`config.mk`:
```
export PLATFORM = sky130hd
export DESIGN_NAME = eth_rx_frame_ctrl_flat
export DESIGN_NICKNAME = d
export VERILOG_FILES = /design/src/rtl/eth_rx_frame_ctrl_pkg.sv /design/src/rtl/eth_rx_frame_ctrl_if.sv /design/src/rtl/eth_fcs_strip.sv /design/src/rtl/eth_rx_frame_ctrl.sv /design/src/flat_wrapper.sv
export SDC_FILE = /design/constraint.sdc
export NUM_CORES = 1
export LEC_CHECK = 0
export BUFFER_PORTS_ARGS = -buffer_cell sky130_fd_sc_hd__buf_2
export CAP_MARGIN = 20
export CORE_MARGIN = 8
export CORE_UTILIZATION = 57
export CTS_CLUSTER_DIAMETER = 50
export DETAILED_ROUTE_END_ITERATION = 8
export PLACE_DENSITY = 0.83
export SYNTH_ARGS = -nofsm -noshare
export SYNTH_HDL_FRONTEND = slang
export SYNTH_HIERARCHICAL = 1
export SYNTH_SLANG_ARGS = --single-unit
```
`constraint.sdc`:
```
create_clock -name rxClkLcl -period 3.3 [get_ports rxClkLcl]
set_input_delay 0.165 -clock rxClkLcl [delete_from_list [all_inputs] [get_ports rxClkLcl]]
set_output_delay 0.165 -clock rxClkLcl [all_outputs]
set_load 0.1 [all_outputs]
```
`src/rtl/eth_rx_frame_ctrl_pkg.sv`:
```
// Shared types and constants for the Ethernet receive frame sequencer.
package eth_pkg;

    typedef enum logic [2:0] {
        ST_OK           = 3'd0,
        ST_RUNT         = 3'd1,
        ST_GIANT        = 3'd2,
        ST_BAD_PREAMBLE = 3'd3,
        ST_FILTERED     = 3'd4
    } rx_status_t;

    localparam logic [7:0]  PREAMBLE_BYTE = 8'h55;
    localparam logic [7:0]  SFD_BYTE      = 8'hD5;
    localparam int          ETH_HDR_BYTES = 14;
    localparam int          ETH_FCS_BYTES = 4;
    localparam int          ETH_MAC_BYTES = 6;
    localparam logic [47:0] BCAST_MAC     = 48'hFFFF_FFFF_FFFF;

    // Destination filter: own unicast, broadcast, or anything in promiscuous mode.
    function automatic logic mac_accept(input logic [47:0] dst,
                                        input logic [47:0] own_mac,
                                        input logic        promisc);
        return promisc || (dst == own_mac) || (dst == BCAST_MAC);
    endfunction

endpackage

```
`src/rtl/eth_rx_frame_ctrl_if.sv`:
```
// Byte-stream input and frame/header/payload outputs of the receive sequencer.
interface eth_rx_frame_ctrl_if;
    import eth_pkg::*;

    logic [7:0]  rxData;
    logic        rxDataValid;
    logic [7:0]  payloadData;
    logic        payloadValid;
    logic        hdrValid;
    logic [47:0] dstMac;
    logic [47:0] srcMac;
    logic [15:0] etherType;
    logic        frameDone;
    rx_status_t  frameStatus;
    logic [15:0] goodFrameCnt;
    logic [15:0] errFrameCnt;

    // master: the receive stage feeding bytes in and observing results
    modport master (
        output rxData, rxDataValid,
        input  payloadData, payloadValid, hdrValid, dstMac, srcMac, etherType,
               frameDone, frameStatus, goodFrameCnt, errFrameCnt
    );

    // slave: the sequencer itself
    modport slave (
        input  rxData, rxDataValid,
        output payloadData, payloadValid, hdrValid, dstMac, srcMac, etherType,
               frameDone, frameStatus, goodFrameCnt, errFrameCnt
    );

endinterface

```
`src/rtl/eth_fcs_strip.sv`:
```
// Byte delay line that withholds the last DEPTH bytes of a frame (the FCS).
// A byte leaves only when a newer one pushes it out, so the tail is never emitted.
module eth_fcs_strip
    import eth_pkg::*;
#(
    parameter int DEPTH = ETH_FCS_BYTES
) (
    input  logic       clk_i,
    input  logic       rst_i,
    input  logic       flush_i,
    input  logic [7:0] data_i,
    input  logic       valid_i,
    output logic [7:0] data_o,
    output logic       valid_o
);
    localparam int             CW   = $clog2(DEPTH + 1);
    localparam logic [CW-1:0]  FULL = CW'(DEPTH);

    logic [DEPTH-1:0][7:0] sr_q;
    logic [CW-1:0]         cnt_q;
    logic [7:0]            data_q;
    logic                  valid_q;

    // Shift in on every push; once full, the oldest byte is registered out.
    always_ff @(posedge clk_i) begin
        if (rst_i || flush_i) begin
            sr_q    <= '0;
            cnt_q   <= '0;
            data_q  <= '0;
            valid_q <= 1'b0;
        end else begin
            valid_q <= 1'b0;
            if (valid_i) begin
                sr_q <= {sr_q[DEPTH-2:0], data_i};
                if (cnt_q == FULL) begin
                    data_q  <= sr_q[DEPTH-1];
                    valid_q <= 1'b1;
                end else begin
                    cnt_q <= cnt_q + 1'b1;
                end
            end
        end
    end

    assign data_o  = data_q;
    assign valid_o = valid_q;

endmodule

```
`src/rtl/eth_rx_frame_ctrl.sv`:
```
// Receive frame sequencer: preamble/SFD detection, header extraction,
// destination filtering, FCS stripping, per-frame status and counters.
module eth_rx_frame_ctrl
    import eth_pkg::*;
#(
    parameter logic [47:0] MAC_ADDR        = 48'h02_00_00_00_00_01,
    parameter logic        PROMISC         = 1'b0,
    parameter int          MIN_FRAME_BYTES = 64,
    parameter int          MAX_FRAME_BYTES = 1518,
    parameter int          MAX_PREAMBLE    = 7
) (
    input logic                rxClkLcl,
    input logic                rst,
    eth_rx_frame_ctrl_if.slave bus_if
);
    localparam int NW       = $clog2(MAX_FRAME_BYTES + 1);
    localparam int PW       = $clog2(MAX_PREAMBLE + 2);
    localparam int HDR_SH_W = (ETH_HDR_BYTES - 1) * 8;

    localparam logic [NW-1:0] N_DST_LAST = NW'(ETH_MAC_BYTES - 1);
    localparam logic [NW-1:0] N_HDR_LAST = NW'(ETH_HDR_BYTES - 1);
    localparam logic [NW-1:0] N_MIN      = NW'(MIN_FRAME_BYTES);
    localparam logic [NW-1:0] N_MAX      = NW'(MAX_FRAME_BYTES);
    localparam logic [PW-1:0] PRE_MAX    = PW'(MAX_PREAMBLE);

    typedef enum logic [2:0] {
        S_IDLE, S_PREAMBLE, S_HEADER, S_PAYLOAD, S_DROP, S_END
    } state_t;

    state_t               state_q;
    logic                 armed_q;
    logic [PW-1:0]        pre_q;
    logic [NW-1:0]        n_q;
    logic [HDR_SH_W-1:0]  hdr_sh_q;
    rx_status_t           status_q;
    logic [47:0]          dstMac_q;
    logic [47:0]          srcMac_q;
    logic [15:0]          etherType_q;
    logic                 hdrValid_q;
    logic                 frameDone_q;
    rx_status_t           frameStatus_q;
    logic [15:0]          goodCnt_q;
    logic [15:0]          errCnt_q;

    logic [7:0]                 rx_data;
    logic                       rx_vld;
    logic [47:0]                dst_early_d;
    logic [ETH_HDR_BYTES*8-1:0] hdr_full_d;
    logic                       push_d;
    logic                       flush_d;
    logic [7:0]                 pay_data;
    logic                       pay_valid;

    assign rx_data = bus_if.rxData;
    assign rx_vld  = bus_if.rxDataValid;

    // Header views including the byte currently on the bus.
    assign dst_early_d = {hdr_sh_q[ETH_MAC_BYTES*8-9:0], rx_data};
    assign hdr_full_d  = {hdr_sh_q, rx_data};

    // Only post-header bytes enter the delay line; the byte that makes
    // the frame a giant is already withheld.
    assign push_d  = (state_q == S_PAYLOAD) && rx_vld && (n_q != N_MAX);
    assign flush_d = (state_q == S_END);

    // Frame sequencer with registered header/status/counter outputs.
    always_ff @(posedge rxClkLcl) begin
        if (rst) begin
            state_q       <= S_IDLE;
            armed_q       <= 1'b0;
            pre_q         <= '0;
            n_q           <= '0;
            hdr_sh_q      <= '0;
            status_q      <= ST_OK;
            dstMac_q      <= '0;
            srcMac_q      <= '0;
            etherType_q   <= '0;
            hdrValid_q    <= 1'b0;
            frameDone_q   <= 1'b0;
            frameStatus_q <= ST_OK;
            goodCnt_q     <= '0;
            errCnt_q      <= '0;
        end else begin
            hdrValid_q  <= 1'b0;
            frameDone_q <= 1'b0;
            // A low valid between frames arms the detector so we never lock on mid-frame.
            if (!rx_vld) armed_q <= 1'b1;

            case (state_q)
                S_IDLE: begin
                    if (rx_vld && armed_q) begin
                        n_q   <= '0;
                        pre_q <= '0;
                        if (rx_data == PREAMBLE_BYTE) begin
                            pre_q   <= PW'(1);
                            state_q <= S_PREAMBLE;
                        end else if (rx_data == SFD_BYTE) begin
                            state_q <= S_HEADER;
                        end else begin
                            status_q <= ST_BAD_PREAMBLE;
                            state_q  <= S_DROP;
                        end
                    end
                end

                S_PREAMBLE: begin
                    if (!rx_vld) begin
                        status_q <= ST_BAD_PREAMBLE;
                        state_q  <= S_END;
                    end else if (rx_data == PREAMBLE_BYTE) begin
                        if (pre_q == PRE_MAX) begin
                            status_q <= ST_BAD_PREAMBLE;
                            state_q  <= S_DROP;
                        end else begin
                            pre_q <= pre_q + 1'b1;
                        end
                    end else if (rx_data == SFD_BYTE) begin
                        state_q <= S_HEADER;
                    end else begin
                        status_q <= ST_BAD_PREAMBLE;
                        state_q  <= S_DROP;
                    end
                end

                S_HEADER: begin
                    if (!rx_vld) begin
                        status_q <= ST_RUNT;
                        state_q  <= S_END;
                    end else begin
                        hdr_sh_q <= {hdr_sh_q[HDR_SH_W-9:0], rx_data};
                        n_q      <= n_q + 1'b1;
                        if (n_q == N_DST_LAST && !mac_accept(dst_early_d, MAC_ADDR, PROMISC)) begin
                            status_q <= ST_FILTERED;
                            state_q  <= S_DROP;
                        end else if (n_q == N_HDR_LAST) begin
                            dstMac_q    <= hdr_full_d[111:64];
                            srcMac_q    <= hdr_full_d[63:16];
                            etherType_q <= hdr_full_d[15:0];
                            hdrValid_q  <= 1'b1;
                            state_q     <= S_PAYLOAD;
                        end
                    end
                end

                S_PAYLOAD: begin
                    if (!rx_vld) begin
                        status_q <= (n_q < N_MIN) ? ST_RUNT : ST_OK;
                        state_q  <= S_END;
                    end else if (n_q == N_MAX) begin
                        status_q <= ST_GIANT;
                        state_q  <= S_DROP;
                    end else begin
                        n_q <= n_q + 1'b1;
                    end
                end

                S_DROP: begin
                    if (!rx_vld) state_q <= S_END;
                end

                S_END: begin
                    frameDone_q   <= 1'b1;
                    frameStatus_q <= status_q;
                    if (status_q == ST_OK) goodCnt_q <= goodCnt_q + 1'b1;
                    else                   errCnt_q  <= errCnt_q + 1'b1;
                    // Valid already high again means an illegal IFG; wait for the next low.
                    if (rx_vld) armed_q <= 1'b0;
                    state_q <= S_IDLE;
                end

                default: state_q <= S_IDLE;
            endcase
        end
    end

    eth_fcs_strip #(
        .DEPTH(ETH_FCS_BYTES)
    ) u_fcs_strip (
        .clk_i  (rxClkLcl),
        .rst_i  (rst),
        .flush_i(flush_d),
        .data_i (rx_data),
        .valid_i(push_d),
        .data_o (pay_data),
        .valid_o(pay_valid)
    );

    assign bus_if.payloadData  = pay_data;
    assign bus_if.payloadValid = pay_valid;
    assign bus_if.hdrValid     = hdrValid_q;
    assign bus_if.dstMac       = dstMac_q;
    assign bus_if.srcMac       = srcMac_q;
    assign bus_if.etherType    = etherType_q;
    assign bus_if.frameDone    = frameDone_q;
    assign bus_if.frameStatus  = frameStatus_q;
    assign bus_if.goodFrameCnt = goodCnt_q;
    assign bus_if.errFrameCnt  = errCnt_q;

endmodule

```
`src/flat_wrapper.sv`:
```
// flat-port wrapper written by rule: the top's interface ports become plain ports
module eth_rx_frame_ctrl_flat import eth_pkg::*;
#(
    parameter logic [47:0] MAC_ADDR        = 48'h02_00_00_00_00_01,
    parameter logic        PROMISC         = 1'b0,
    parameter int          MIN_FRAME_BYTES = 64,
    parameter int          MAX_FRAME_BYTES = 1518,
    parameter int          MAX_PREAMBLE    = 7
)
  (rxClkLcl, rst, bus_if_rxData, bus_if_rxDataValid, bus_if_payloadData, bus_if_payloadValid, bus_if_hdrValid, bus_if_dstMac, bus_if_srcMac, bus_if_etherType, bus_if_frameDone, bus_if_frameStatus, bus_if_goodFrameCnt, bus_if_errFrameCnt);
  eth_rx_frame_ctrl_if bus_if_i ();
  input logic rxClkLcl;
  input logic rst;
  input wire logic [$bits(bus_if_i.rxData)-1:0] bus_if_rxData;
  input wire logic [$bits(bus_if_i.rxDataValid)-1:0] bus_if_rxDataValid;
  output wire logic [$bits(bus_if_i.payloadData)-1:0] bus_if_payloadData;
  output wire logic [$bits(bus_if_i.payloadValid)-1:0] bus_if_payloadValid;
  output wire logic [$bits(bus_if_i.hdrValid)-1:0] bus_if_hdrValid;
  output wire logic [$bits(bus_if_i.dstMac)-1:0] bus_if_dstMac;
  output wire logic [$bits(bus_if_i.srcMac)-1:0] bus_if_srcMac;
  output wire logic [$bits(bus_if_i.etherType)-1:0] bus_if_etherType;
  output wire logic [$bits(bus_if_i.frameDone)-1:0] bus_if_frameDone;
  output wire logic [$bits(bus_if_i.frameStatus)-1:0] bus_if_frameStatus;
  output wire logic [$bits(bus_if_i.goodFrameCnt)-1:0] bus_if_goodFrameCnt;
  output wire logic [$bits(bus_if_i.errFrameCnt)-1:0] bus_if_errFrameCnt;
  assign bus_if_i.rxData = bus_if_rxData;
  assign bus_if_i.rxDataValid = bus_if_rxDataValid;
  assign bus_if_payloadData = bus_if_i.payloadData;
  assign bus_if_payloadValid = bus_if_i.payloadValid;
  assign bus_if_hdrValid = bus_if_i.hdrValid;
  assign bus_if_dstMac = bus_if_i.dstMac;
  assign bus_if_srcMac = bus_if_i.srcMac;
  assign bus_if_etherType = bus_if_i.etherType;
  assign bus_if_frameDone = bus_if_i.frameDone;
  assign bus_if_frameStatus = bus_if_i.frameStatus;
  assign bus_if_goodFrameCnt = bus_if_i.goodFrameCnt;
  assign bus_if_errFrameCnt = bus_if_i.errFrameCnt;
  eth_rx_frame_ctrl #(.MAC_ADDR(MAC_ADDR), .PROMISC(PROMISC), .MIN_FRAME_BYTES(MIN_FRAME_BYTES), .MAX_FRAME_BYTES(MAX_FRAME_BYTES), .MAX_PREAMBLE(MAX_PREAMBLE)) u_core (.rxClkLcl(rxClkLcl), .rst(rst), .bus_if(bus_if_i));
endmodule
```
==> results.txt <==
outcome = finished clean
top_reg_cell synth = dfxtp_1
Worst Setup End Kind = flop
layout cells sized above 1 = 15.65%
non-filler cells, final = 1904
post-route design area = 14220 um2
post-place setup slack = 0.8002 ns
worst setup margin = 0.7242 ns
Synth async-reset ratio = 0%
power per cell area = 535.6 nW/um2
Initial Utilization = 58.00%
# IOs = 169
startpoint type of the worst setup path = flop
Root Buffer = clkbuf_16
R2R Setup Slk = 0.72 ns
area of the multi-input gates = 5345 um2
CORE AREA = 20960 um2
largest net degree at the start of global routing = 150
clock-pin slew on the worst setup and hold paths = 0.06 ns
Commonest cells post-synth = nand2_1, dfxtp_1, a21oi_1
max-cap viol count = 0
Yosys cell types = 59
skew final = 0.01630 ns
DR WL/cell = 15.12 um
crit-path max FO = 83
Slew @ Worst Pin = 1.093 ns
hpwl dp = 18300 um
placed cell areas = 13120 um2
Hold Fails Final Rpt = 0
setup TNS = 0 ns
clock latency at the later pin of the worst-skew pair = 0.56 ns
FF+latch count, synth = 319
fin nets = 1626
maximum clock rate = 388.2 MHz
CTS tree = done
# rows = 53
critical path class = flop to flop
Final min period = 2.576 ns
Avg Cell Area, Syn = 8.185 um2
die height = 162.0 um
Tot GR Track Use = 21.06%
Synth area leaders = dfxtp_1, nand2_1, a21oi_1, mux2i_1, nor2_1
crit-path leading delay family = simple AND/OR/NAND/NOR gates
hold_buf cts = 8
number of gates resized after cts = 0
Pins Over Slew Limit = 0
slowest CP cell = or4_1
port bufs = 168
clock buffer count from CTS = 31
CP max stage delay = 0.54 ns
post-route ant nets = 0
Worst Path Buf+Inv = 1
P_leak = 5.259 nW
area grow syn2layout = 17.00%
Filler Cells Inserted = 1735
initial antenna violation count = 0
Die Wd = 162.0 um
Warnings, synthesis = 6
setup bufs post-CTS = 0
Post-Syn Instances = 1485
GPL Wtd Cong = 0.8790
type of the worst min-delay path = input pin to flop
placed cells = 1841
top cell type's share of synthesized area = 52.54%
final wirelength = 28780 um
1st-iter DRT viols = 848
most frequent cell after synthesis = nand2_1
final setup fails = 0
slew margin rel. = 27.13%
DR pass1 iterations = 8
die area = 26250 um2
DR vias/cell = 5.485
diode count = 0
Worst Path Required = 3.71 ns
GR Overflow Total = 0
register area share after synthesis = 52.54%
vias post-DR = 10440
final cycle utilization of the critical path = 78.05%
Syn Std Cell Area = 12150 um2
Post-route DRC = 0
syn nets = 1504
CP Cell Sequence = or4_1 > nor3_1 > nand3_4 > buf_12 > nand2_1 > a21oi_1
Peak VDD IR = 0.0004297 V
H-tree depth = 1
Post-synth EDFFs = 0
clock sink count = 319
vias in the first global route = 9934
critical path data arrival time = 2.99 ns
cell taking the most area after synthesis = dfxtp_1
Reg area = 6386 um2
Clock Path Buffers = 3
RSZ-0062 raised after global routing = no
first-pass GRT wire length = 47780 um
-- cell families after synthesis --
family | synth area share, %
AOI/OAI and AO/OA | 11.98
xor gates and xnor gates | 2.090
adders and majority gates | 0.8236
buffers and inverters | 3.799
DFF | 52.54
muxes | 4.138
and+or+nand+nor | 24.62
-- report_power, final --
group	total [mW]	switching, mW	internal (mW)
registers	3.90	0.0320	3.87
logic	0.233	0.169	0.0637
clock network	3.49	1.45	2.03
-- per-layer routing --
metal | part of all wire (%) | track usage (%) | wire [um] | vias to the layer above
met5 | 0 | 0 | 0 | -
met4 | 2.3 | 7.155 | 672 | 0
met3 | 6.6 | 3.898 | 1890 | 49
met2 | 49 | 35.91 | 14080 | 332
met1 | 42 | 26.31 | 12140 | 4868
li1 | - | - | - | 5194
-- flip-flops by register name, summed over array words and instances, names as in the netlist, 4 cells and up --
name / cells
u_core/u_fcs_strip/sr_q: 32
u_core/n_q: 11
u_core/bus_if.errFrameCnt: 16
u_core/bus_if.dstMac: 48
u_core/bus_if.etherType: 16
u_core/hdr_sh_q: 104
u_core/pre_q: 4
u_core/bus_if.srcMac: 48
u_core/bus_if.goodFrameCnt: 16
u_core/u_fcs_strip/data_o: 8
-- layout by cell type (no fill, tap or decap), types with 3 or more instances in the layout --
| master | synthesis | final |
|---|---|---|
| inv_1 | 14 | 14 |
| nand2_1 | 463 | 462 |
| clkinv_2 | 0 | 6 |
| inv_6 | 0 | 3 |
| nor2b_1 | 3 | 3 |
| xor2_1 | 20 | 20 |
| a21oi_1 | 240 | 240 |
| nor3b_1 | 20 | 20 |
| and4_1 | 3 | 3 |
| nand3_1 | 15 | 14 |
| clkbuf_1 | 76 | 3 |
| nand2b_1 | 5 | 5 |
| dfxtp_1 | 319 | 319 |
| or3_1 | 13 | 13 |
| buf_12 | 0 | 4 |
| mux2_4 | 8 | 8 |
| mux2i_1 | 36 | 36 |
| xnor2_1 | 9 | 9 |
| ha_1 | 8 | 8 |
| buf_4 | 1 | 8 |
| nor3_1 | 17 | 16 |
| clkbuf_16 | 0 | 31 |
| dlygate4sd3_1 | 0 | 8 |
| buf_2 | 15 | 167 |
| nor2_1 | 87 | 86 |
| nor4_1 | 16 | 15 |
| nand4_1 | 28 | 28 |
| clkinvlp_4 | 0 | 3 |
| clkbuf_8 | 0 | 8 |
| and3_1 | 4 | 4 |
| o21ai_0 | 20 | 20 |
-- area by class of cell --
cell class	instances	share of cell area, %
multi-input combinational	1053	37.59
timing repair buffer	188	7.523
sequential	319	44.91
inverter	14	0.3696
tap	275	2.420
clock buffer	41	6.212
clock inverter	14	0.9767
-- per-stage QoR --
stage          hold WS, ns  util (%)  power (mW)
4_1_cts            0.05758     67.86       7.699
6_report           0.06659     67.86       7.616
2_1_floorplan       0.3010         -       4.147
3_3_place_gp        0.4379     62.60       4.202
3_5_place_dp        0.4430     62.60       4.206
5_1_grt             0.1074     67.86       7.881
-- worst reg2reg max path, stage by stage (launching register included) --
cell	delay [ns]
dfxtp_1	0.35
or4_1	0.54
nor3_1	0.49
nand3_4	0.41
buf_12	0.34
nand2_1	0.22
a21oi_1	0.08
-- worst paths after layout --
| path | end | cells past startpoint | startpoint |
|---|---|---|---|
| setup / recovery | u_core/bus_if.dstMac[22]$_SDFFE_PP0P_ | 6 | u_core/n_q[7]$_SDFFE_PP0P_ |
| hold / removal | u_core/bus_if.goodFrameCnt[9]$_SDFFE_PP0P_ | 2 | rst |
| setup reg to reg | u_core/bus_if.dstMac[22]$_SDFFE_PP0P_ | 6 | u_core/n_q[7]$_SDFFE_PP0P_ |
| hold reg to reg | u_core/bus_if.srcMac[42]$_SDFFE_PP0P_ | 2 | u_core/bus_if.srcMac[42]$_SDFFE_PP0P_ |
No activity file was read; power rests on OpenSTA's default activity.
